==> config.mk <==
export PLATFORM = sky130hd
export DESIGN_NAME = interboard_tx_queue
export DESIGN_NICKNAME = d
export VERILOG_FILES = /design/src/rtl/interboard_pkg.sv /design/src/rtl/msg_fifo.sv /design/src/rtl/interboard_tx_queue.sv
export SDC_FILE = /design/constraint.sdc
export NUM_CORES = 1
export LEC_CHECK = 0
export ABC_CLOCK_PERIOD_IN_PS = 2750
export BUFFER_PORTS_ARGS = -buffer_cell sky130_fd_sc_hd__clkbuf_2
export CORE_ASPECT_RATIO = 2
export CORE_MARGIN = 4
export CORE_UTILIZATION = 50
export DETAILED_ROUTE_END_ITERATION = 8
export GPL_ROUTABILITY_DRIVEN = 0
export GPL_TIMING_DRIVEN = 0
export PLACE_DENSITY = 0.76
export RECOVER_POWER = 25
export SLEW_MARGIN = 20
export SYNTH_ARGS = -nofsm -noshare
export SYNTH_HDL_FRONTEND = slang
export SYNTH_SLANG_ARGS = --single-unit
==> constraint.sdc <==
create_clock -name clk -period 2.75 [get_ports clk]
set_input_delay 0.275 -clock clk [delete_from_list [all_inputs] [get_ports clk]]
set_output_delay 0.275 -clock clk [all_outputs]
set_load 0.01 [all_outputs]
==> src/rtl/interboard_pkg.sv <==
// Shared definitions for the inter-board link (transmit and receive sides).
// Field order on the link: field 0 sits in the least significant DATA_W bits
// of a packed message and is sent first.
package interboard_pkg;

    localparam int DEF_DATA_W = 6;
    localparam int DEF_FIELDS = 6;

    // All-ones word driven while the other board holds us in reset
    localparam logic [63:0] RESET_TOKEN = '1;

    typedef enum logic [1:0] {
        ST_IDLE  = 2'd0,
        ST_SETUP = 2'd1,
        ST_REQ   = 2'd2,
        ST_ACKD  = 2'd3
    } link_state_e;

    // Bit offset of field k inside a packed message
    function automatic int field_lsb(input int k, input int w);
        return k * w;
    endfunction

endpackage

==> src/rtl/msg_fifo.sv <==
// Message FIFO: DEPTH entries of WIDTH bits, with synchronous clear.
// A push while full is dropped; fullness is judged before any same-cycle pop.
module msg_fifo #(
    parameter int WIDTH = 36,
    parameter int DEPTH = 4
) (
    input  logic                       clk,
    input  logic                       rst,
    input  logic                       clear,
    input  logic                       push,
    input  logic                       pop,
    input  logic [WIDTH-1:0]           wr_data,
    output logic [WIDTH-1:0]           rd_data,
    output logic [$clog2(DEPTH+1)-1:0] count,
    output logic                       full,
    output logic                       empty
);
    localparam int PTR_W = $clog2(DEPTH);
    localparam int CNT_W = $clog2(DEPTH + 1);

    logic [WIDTH-1:0] mem_q [DEPTH];
    logic [PTR_W-1:0] wr_ptr_q, wr_ptr_d;
    logic [PTR_W-1:0] rd_ptr_q, rd_ptr_d;
    logic [CNT_W-1:0] count_q, count_d;
    logic             push_ok, pop_ok;

    assign full    = (count_q == CNT_W'(DEPTH));
    assign empty   = (count_q == '0);
    assign count   = count_q;
    assign rd_data = mem_q[rd_ptr_q];
    assign push_ok = push && !full && !clear;
    assign pop_ok  = pop && !empty && !clear;

    // Next pointer and occupancy values
    always_comb begin
        wr_ptr_d = wr_ptr_q;
        rd_ptr_d = rd_ptr_q;
        count_d  = count_q;
        if (clear) begin
            wr_ptr_d = '0;
            rd_ptr_d = '0;
            count_d  = '0;
        end else begin
            if (push_ok) wr_ptr_d = wr_ptr_q + PTR_W'(1);
            if (pop_ok)  rd_ptr_d = rd_ptr_q + PTR_W'(1);
            case ({push_ok, pop_ok})
                2'b10:   count_d = count_q + CNT_W'(1);
                2'b01:   count_d = count_q - CNT_W'(1);
                default: count_d = count_q;
            endcase
        end
    end

    // Pointer and count registers
    always_ff @(posedge clk or posedge rst) begin
        if (rst) begin
            wr_ptr_q <= '0;
            rd_ptr_q <= '0;
            count_q  <= '0;
        end else begin
            wr_ptr_q <= wr_ptr_d;
            rd_ptr_q <= rd_ptr_d;
            count_q  <= count_d;
        end
    end

    // Storage write; contents need no reset since occupancy gates every read
    always_ff @(posedge clk) begin
        if (push_ok) mem_q[wr_ptr_q] <= wr_data;
    end

endmodule

==> src/rtl/interboard_tx_queue.sv <==
// Inter-board transmitter: queues whole messages from GameControl and sends
// them field by field over a 4-phase Request/Ack link.
// Optional build macro ACK_TIMEOUT_EN adds a per-edge Ack timeout and the
// err_timeout port; without it the link waits on Ack indefinitely.
module interboard_tx_queue
    import interboard_pkg::*;
#(
    parameter int DATA_W  = DEF_DATA_W,
    parameter int FIELDS  = DEF_FIELDS,
    parameter int DEPTH   = 4,
    parameter int TIMEOUT = 1_000_000
) (
    input  logic                       clk,
    input  logic                       rst,
    input  logic                       interboard_rst,
    input  logic                       ctrl_en,
    input  logic [FIELDS*DATA_W-1:0]   ctrl_fields,
    input  logic                       Ack_in,
    output logic                       ctrl_full,
    output logic                       busy,
    output logic [$clog2(DEPTH+1)-1:0] fifo_count,
    output logic                       overflow,
    output logic                       pkt_done,
    output logic                       Request_out,
    output logic [DATA_W-1:0]          inter_data_out
`ifdef ACK_TIMEOUT_EN
    ,
    output logic                       err_timeout
`endif
);
    localparam int MSG_W = FIELDS * DATA_W;
    localparam int IDX_W = (FIELDS > 1) ? $clog2(FIELDS) : 1;
    localparam logic [IDX_W-1:0] LAST_IDX = IDX_W'(FIELDS - 1);

    logic              ack_meta_q, ack_s_q;
    logic              fifo_push, fifo_pop, fifo_full, fifo_empty;
    logic [MSG_W-1:0]  fifo_rd;
    logic              timed_out;

    link_state_e       state_q, state_d;
    logic [IDX_W-1:0]  idx_q, idx_d;
    logic [MSG_W-1:0]  msg_q, msg_d;
    logic              req_q, req_d;
    logic [DATA_W-1:0] data_q, data_d;
    logic              pkt_done_q, pkt_done_d;
    logic              overflow_q, overflow_d;
    logic              err_d;

    msg_fifo #(.WIDTH(MSG_W), .DEPTH(DEPTH)) u_fifo (
        .clk     (clk),
        .rst     (rst),
        .clear   (interboard_rst),
        .push    (fifo_push),
        .pop     (fifo_pop),
        .wr_data (ctrl_fields),
        .rd_data (fifo_rd),
        .count   (fifo_count),
        .full    (fifo_full),
        .empty   (fifo_empty)
    );

    assign ctrl_full      = fifo_full;
    assign busy           = (state_q != ST_IDLE) || !fifo_empty;
    assign overflow       = overflow_q;
    assign pkt_done       = pkt_done_q;
    assign Request_out    = req_q;
    assign inter_data_out = data_q;

    // Two-flop synchroniser for the asynchronous Ack from the other board
    always_ff @(posedge clk or posedge rst) begin
        if (rst) begin
            ack_meta_q <= 1'b0;
            ack_s_q    <= 1'b0;
        end else begin
            ack_meta_q <= Ack_in;
            ack_s_q    <= ack_meta_q;
        end
    end

    // Handshake FSM next state; data is loaded one cycle ahead of Request
    always_comb begin
        state_d    = state_q;
        idx_d      = idx_q;
        msg_d      = msg_q;
        req_d      = req_q;
        data_d     = data_q;
        pkt_done_d = 1'b0;
        err_d      = 1'b0;
        fifo_pop   = 1'b0;
        fifo_push  = ctrl_en && !interboard_rst && !fifo_full;
        overflow_d = ctrl_en && !interboard_rst && fifo_full;
        if (interboard_rst) begin
            state_d = ST_IDLE;
            idx_d   = '0;
            req_d   = 1'b0;
            data_d  = RESET_TOKEN[DATA_W-1:0];
        end else begin
            case (state_q)
                ST_IDLE: begin
                    if (!fifo_empty) begin
                        fifo_pop = 1'b1;
                        data_d   = fifo_rd[field_lsb(0, DATA_W) +: DATA_W];
                        msg_d    = fifo_rd >> DATA_W;
                        idx_d    = '0;
                        state_d  = ST_SETUP;
                    end
                end
                ST_SETUP: begin
                    req_d   = 1'b1;
                    state_d = ST_REQ;
                end
                ST_REQ: begin
                    if (ack_s_q) begin
                        req_d   = 1'b0;
                        state_d = ST_ACKD;
                    end else if (timed_out) begin
                        req_d   = 1'b0;
                        err_d   = 1'b1;
                        state_d = ST_IDLE;
                    end
                end
                ST_ACKD: begin
                    if (!ack_s_q) begin
                        if (idx_q == LAST_IDX) begin
                            pkt_done_d = 1'b1;
                            state_d    = ST_IDLE;
                        end else begin
                            idx_d   = idx_q + IDX_W'(1);
                            data_d  = msg_q[DATA_W-1:0];
                            msg_d   = msg_q >> DATA_W;
                            state_d = ST_SETUP;
                        end
                    end else if (timed_out) begin
                        err_d   = 1'b1;
                        state_d = ST_IDLE;
                    end
                end
                default: state_d = ST_IDLE;
            endcase
        end
    end

    // FSM and registered link outputs
    always_ff @(posedge clk or posedge rst) begin
        if (rst) begin
            state_q    <= ST_IDLE;
            idx_q      <= '0;
            msg_q      <= '0;
            req_q      <= 1'b0;
            data_q     <= '0;
            pkt_done_q <= 1'b0;
            overflow_q <= 1'b0;
        end else begin
            state_q    <= state_d;
            idx_q      <= idx_d;
            msg_q      <= msg_d;
            req_q      <= req_d;
            data_q     <= data_d;
            pkt_done_q <= pkt_done_d;
            overflow_q <= overflow_d;
        end
    end

`ifdef ACK_TIMEOUT_EN
    localparam int TMR_W = $clog2(TIMEOUT + 1);

    logic [TMR_W-1:0] timer_q, timer_d;
    logic             err_q;

    assign timed_out   = (timer_q == TMR_W'(TIMEOUT - 1));
    assign err_timeout = err_q;

    // Per-edge wait counter: restarts on every state change
    always_comb begin
        timer_d = '0;
        if (state_d == state_q && (state_q == ST_REQ || state_q == ST_ACKD))
            timer_d = timer_q + TMR_W'(1);
    end

    // Timeout counter and error pulse registers
    always_ff @(posedge clk or posedge rst) begin
        if (rst) begin
            timer_q <= '0;
            err_q   <= 1'b0;
        end else begin
            timer_q <= timer_d;
            err_q   <= err_d;
        end
    end
`else
    logic unused_cfg;

    assign timed_out  = 1'b0;
    assign unused_cfg = err_d ^ (TIMEOUT > 0);
`endif

endmodule

==> qor.yml <==
status:
  status: "completed"
worst_setup_path:
  crit_fanout: 10
  worstReg2RegEnd: "u_fifo.count[1]$_DFFE_PP0P_"
  cp.depth: 9
  slowest_stage: "fa_1"
  rrSetupSlack_ns: 0.27
  cpPeakStageDelay_ns: 0.48
  cp-end-kind: "flip-flop"
  setup.worst_path.end: "u_fifo.count[1]$_DFFE_PP0P_"
  critPathBufInv: 2
  crit_arrival_ns: 2.79
  crit_chain: "inv_1 -> ha_1 -> clkbuf_2 -> o31ai_1 -> a211oi_1 -> fa_1 -> o311a_1 -> a21oi_1 -> nor3_1"
  cp_top_family: "compound AO/OA/AOI/OAI gates"
  critPathRequiredTime_ns: 3.06
  worstReg2RegStart: "state_q[0]$_DFFE_PP0P_"
  startpoint_type: "flip-flop"
  critPathLaunch: "state_q[0]$_DFFE_PP0P_"
  reg2reg_depth: 9
  critPathKind: "reg -> reg"
finish:
  nets: 661
  final_core_utilization_pct: 58.2
  drive_gt1_share_pct: 24.4
  n_antenna_cell: 0
  final_area_sq_um: 9190
  area_delta_synth_final_pct: 14.7
power_and_ir_drop:
  p_per_area_nw_per_um2: 904
  p_leak_nw: 3.28
  vdd.ir_drop.worst_uv: 531
  p_total_mw: 8.31
floorplanning:
  dieArea_sq_um: 18200
  start_util_pct: 50.8
  die_h_um: 187
  coreArea_sq_um: 15800
  rows: 65
  pin_count: 55
  die_w_um: 97.5
cts:
  ctsHtreeMaxLevel: 4
  clock_sinks: 197
  root_buffer: "clkbuf_16"
  clock_latency_ns: 0.44
  cts_tree: "built"
  numCtsBuffers: 17
  cts.path.max_buffers: 2
  clk_pin_slew_worst_paths_ns: 0.08
timing:
  finalSetupViolCount: 0
  drv_slew: 0
  holdWs_ns: 0.0661
  max_slew_margin_pct: 51.2
  tightest_slew_ns: 0.731
  fin_skew_ns: 0.0147
  min_period_ns: 2.48
  hold_viol: 0
  max_freq_mhz: 404
  rsz0062_at_grt: "no"
  period_share_pct: 90.1
  tns_ns: 0
synth:
  synth_most_common_cell: "edfxtp_1"
  async_flop_share_pct: 26.9
  synth_ff_type: "edfxtp_1"
  yosys-top-cells-area: "edfxtp_1, dfrtp_1, mux2_2, o31ai_1, o22ai_1"
  synthXorXnorAreaFrac_pct: 0.437
  synthMuxAreaShare_pct: 9.52
  synthAdderAreaFrac_pct: 1.81
  yosysSeqAreaShare_pct: 70.5
  synth_top_family_by_area: "compound AO/OA/AOI/OAI gates"
  synth_fp_nets: 583
  synth_compound_area_share_pct: 10.1
  synthCells: 531
  synth_top_area_share_pct: 54.0
  ys_ff_latch: 197
  post-synth-top-area-cell: "edfxtp_1"
  syn_avg_cell_area_sq_um: 15.1
  ys_types: 41
  synth-simple-area-share_pct: 4.78
  synth_common_cells: "edfxtp_1, mux2_2, dfrtp_1"
  ys_warn_count: 0
  synth_area_sq_um: 8010
  synth-edff-count: 144
routing:
  vias_per_cell: 5.69
  post_drt_wl_per_cell_um: 20.3
  drtIter0Drc: 333
  ant_nets: 0
  first_pass_iters: 6
  drc: 0
  wl_um: 16700
  vias: 4683
placement:
  hpwl_um: 12000
  dpl-instance-area_sq_um: 8660
  io_buffers: 52
hold_path:
  hp-class: "in -> reg"
  hold_depth: 1
global_route:
  grt_overflow: 0
  use_met1_pct: 19.7
  gr-usage-all-layers_pct: 19.2
  met2_usage_pct: 35.0
  grt_pass1_wl_um: 26800
  grt_pass1_vias: 5046
  antenna_found_initial: 0
  grt_max_degree: 31
  busiest_layer: "met2"
  groute.layer.met3.usage_pct: 4.48
run:
  max_cap_viol_count: 0
## metrics by stage
step                      std cells  setup WS, ns
after floorplan                 531         0.375
after global placement          784        -0.281
after detailed placement        789         0.121
after CTS                       823         0.111
after global routing            823         0.125
final                           823         0.272
## state kept, by name, summed over array words and instances (netlist names), 2 cells and up
signal,cells
idx_q,3
inter_data_out,6
msg_q,30
state_q,2
u_fifo.count,3
u_fifo.mem_q,144
u_fifo.rd_ptr_q,2
u_fifo.wr_ptr_q,2
## where the power goes
part           internal [mW]  switching [mW]
logic                  0.912            1.30
clock network           1.19            1.06
registers               3.64           0.210
## worst min path at each step
stage / from / end / slack [ns]
after CTS: ctrl_fields[28] / u_fifo.mem_q[1][28]$_DFFE_PP_ / 0.04
after global placement: ack_meta_q$_DFF_PP0_ / ack_s_q$_DFF_PP0_ / 0.34
after detailed placement: rst / u_fifo.count[1]$_DFFE_PP0P_ / 0.33
after floorplan: Ack_in / ack_meta_q$_DFF_PP0_ / 0.31
after global routing: ctrl_fields[30] / u_fifo.mem_q[1][30]$_DFFE_PP_ / 0.06
final: ctrl_fields[9] / u_fifo.mem_q[1][9]$_DFFE_PP_ / 0.07
## cells by family after synthesis
kind of cell	Yosys count
flops	197
xor+xnor	4
buf+inv	47
mux	62
fa+ha+maj	11
simple gates	81
compound gates	129
## routing by layer
metal,wire (um),vias to the layer above
met5,0,-
met4,868,0
met3,710,46
met2,9360,163
met1,5730,2291
li1,-,2183
## final cells by class
class | instances | area [sq um]
repair buffers | 59 | 377
plain buffers | 37 | 190
well taps | 201 | 251
inverters | 10 | 37.5
fillers | 1214 | 6590
multi-input cells | 287 | 2140
clock buffers | 18 | 439
clock inverters | 14 | 101
flip-flops and latches | 197 | 5650
## worst reg2reg max path: cells and delay by family (launching register included)
kind                       cells  cell delay (ns)
AOI/OAI and AO/OA              4             0.78
adders and majority gates      2             0.72
buffers and inverters          2             0.38
DFF                            1             0.41
and+or+nand+nor                1             0.07
## layout by cell type, fill, tap and decap left out, types with 2 or more instances in the layout
cell type,n
a211oi_1,8
a21oi_1,13
and2_2,4
buf_16,4
buf_2,16
buf_6,2
clkbuf_1,43
clkbuf_16,17
clkbuf_2,26
clkinv_2,4
clkinv_4,4
dfrtp_1,53
dlygate4sd3_1,2
edfxtp_1,144
ha_1,10
inv_1,9
inv_4,2
inv_6,3
mux2_2,54
mux2i_1,2
mux4_2,6
nand2_1,18
nand2b_1,4
nand3_1,4
nor2_1,34
nor2b_1,7
o21a_1,2
o21ai_0,38
o22ai_1,32
o31ai_1,31
or3_1,2
xnor2_1,3
## repair_timing
action,CTS,global route
hold buffers,2,0
endpoints found under the setup margin,0,1
resized for setup,0,2
buffers inserted,0,0
hold endpoints to repair,24,0
No activity file was read; power rests on OpenSTA's default activity.
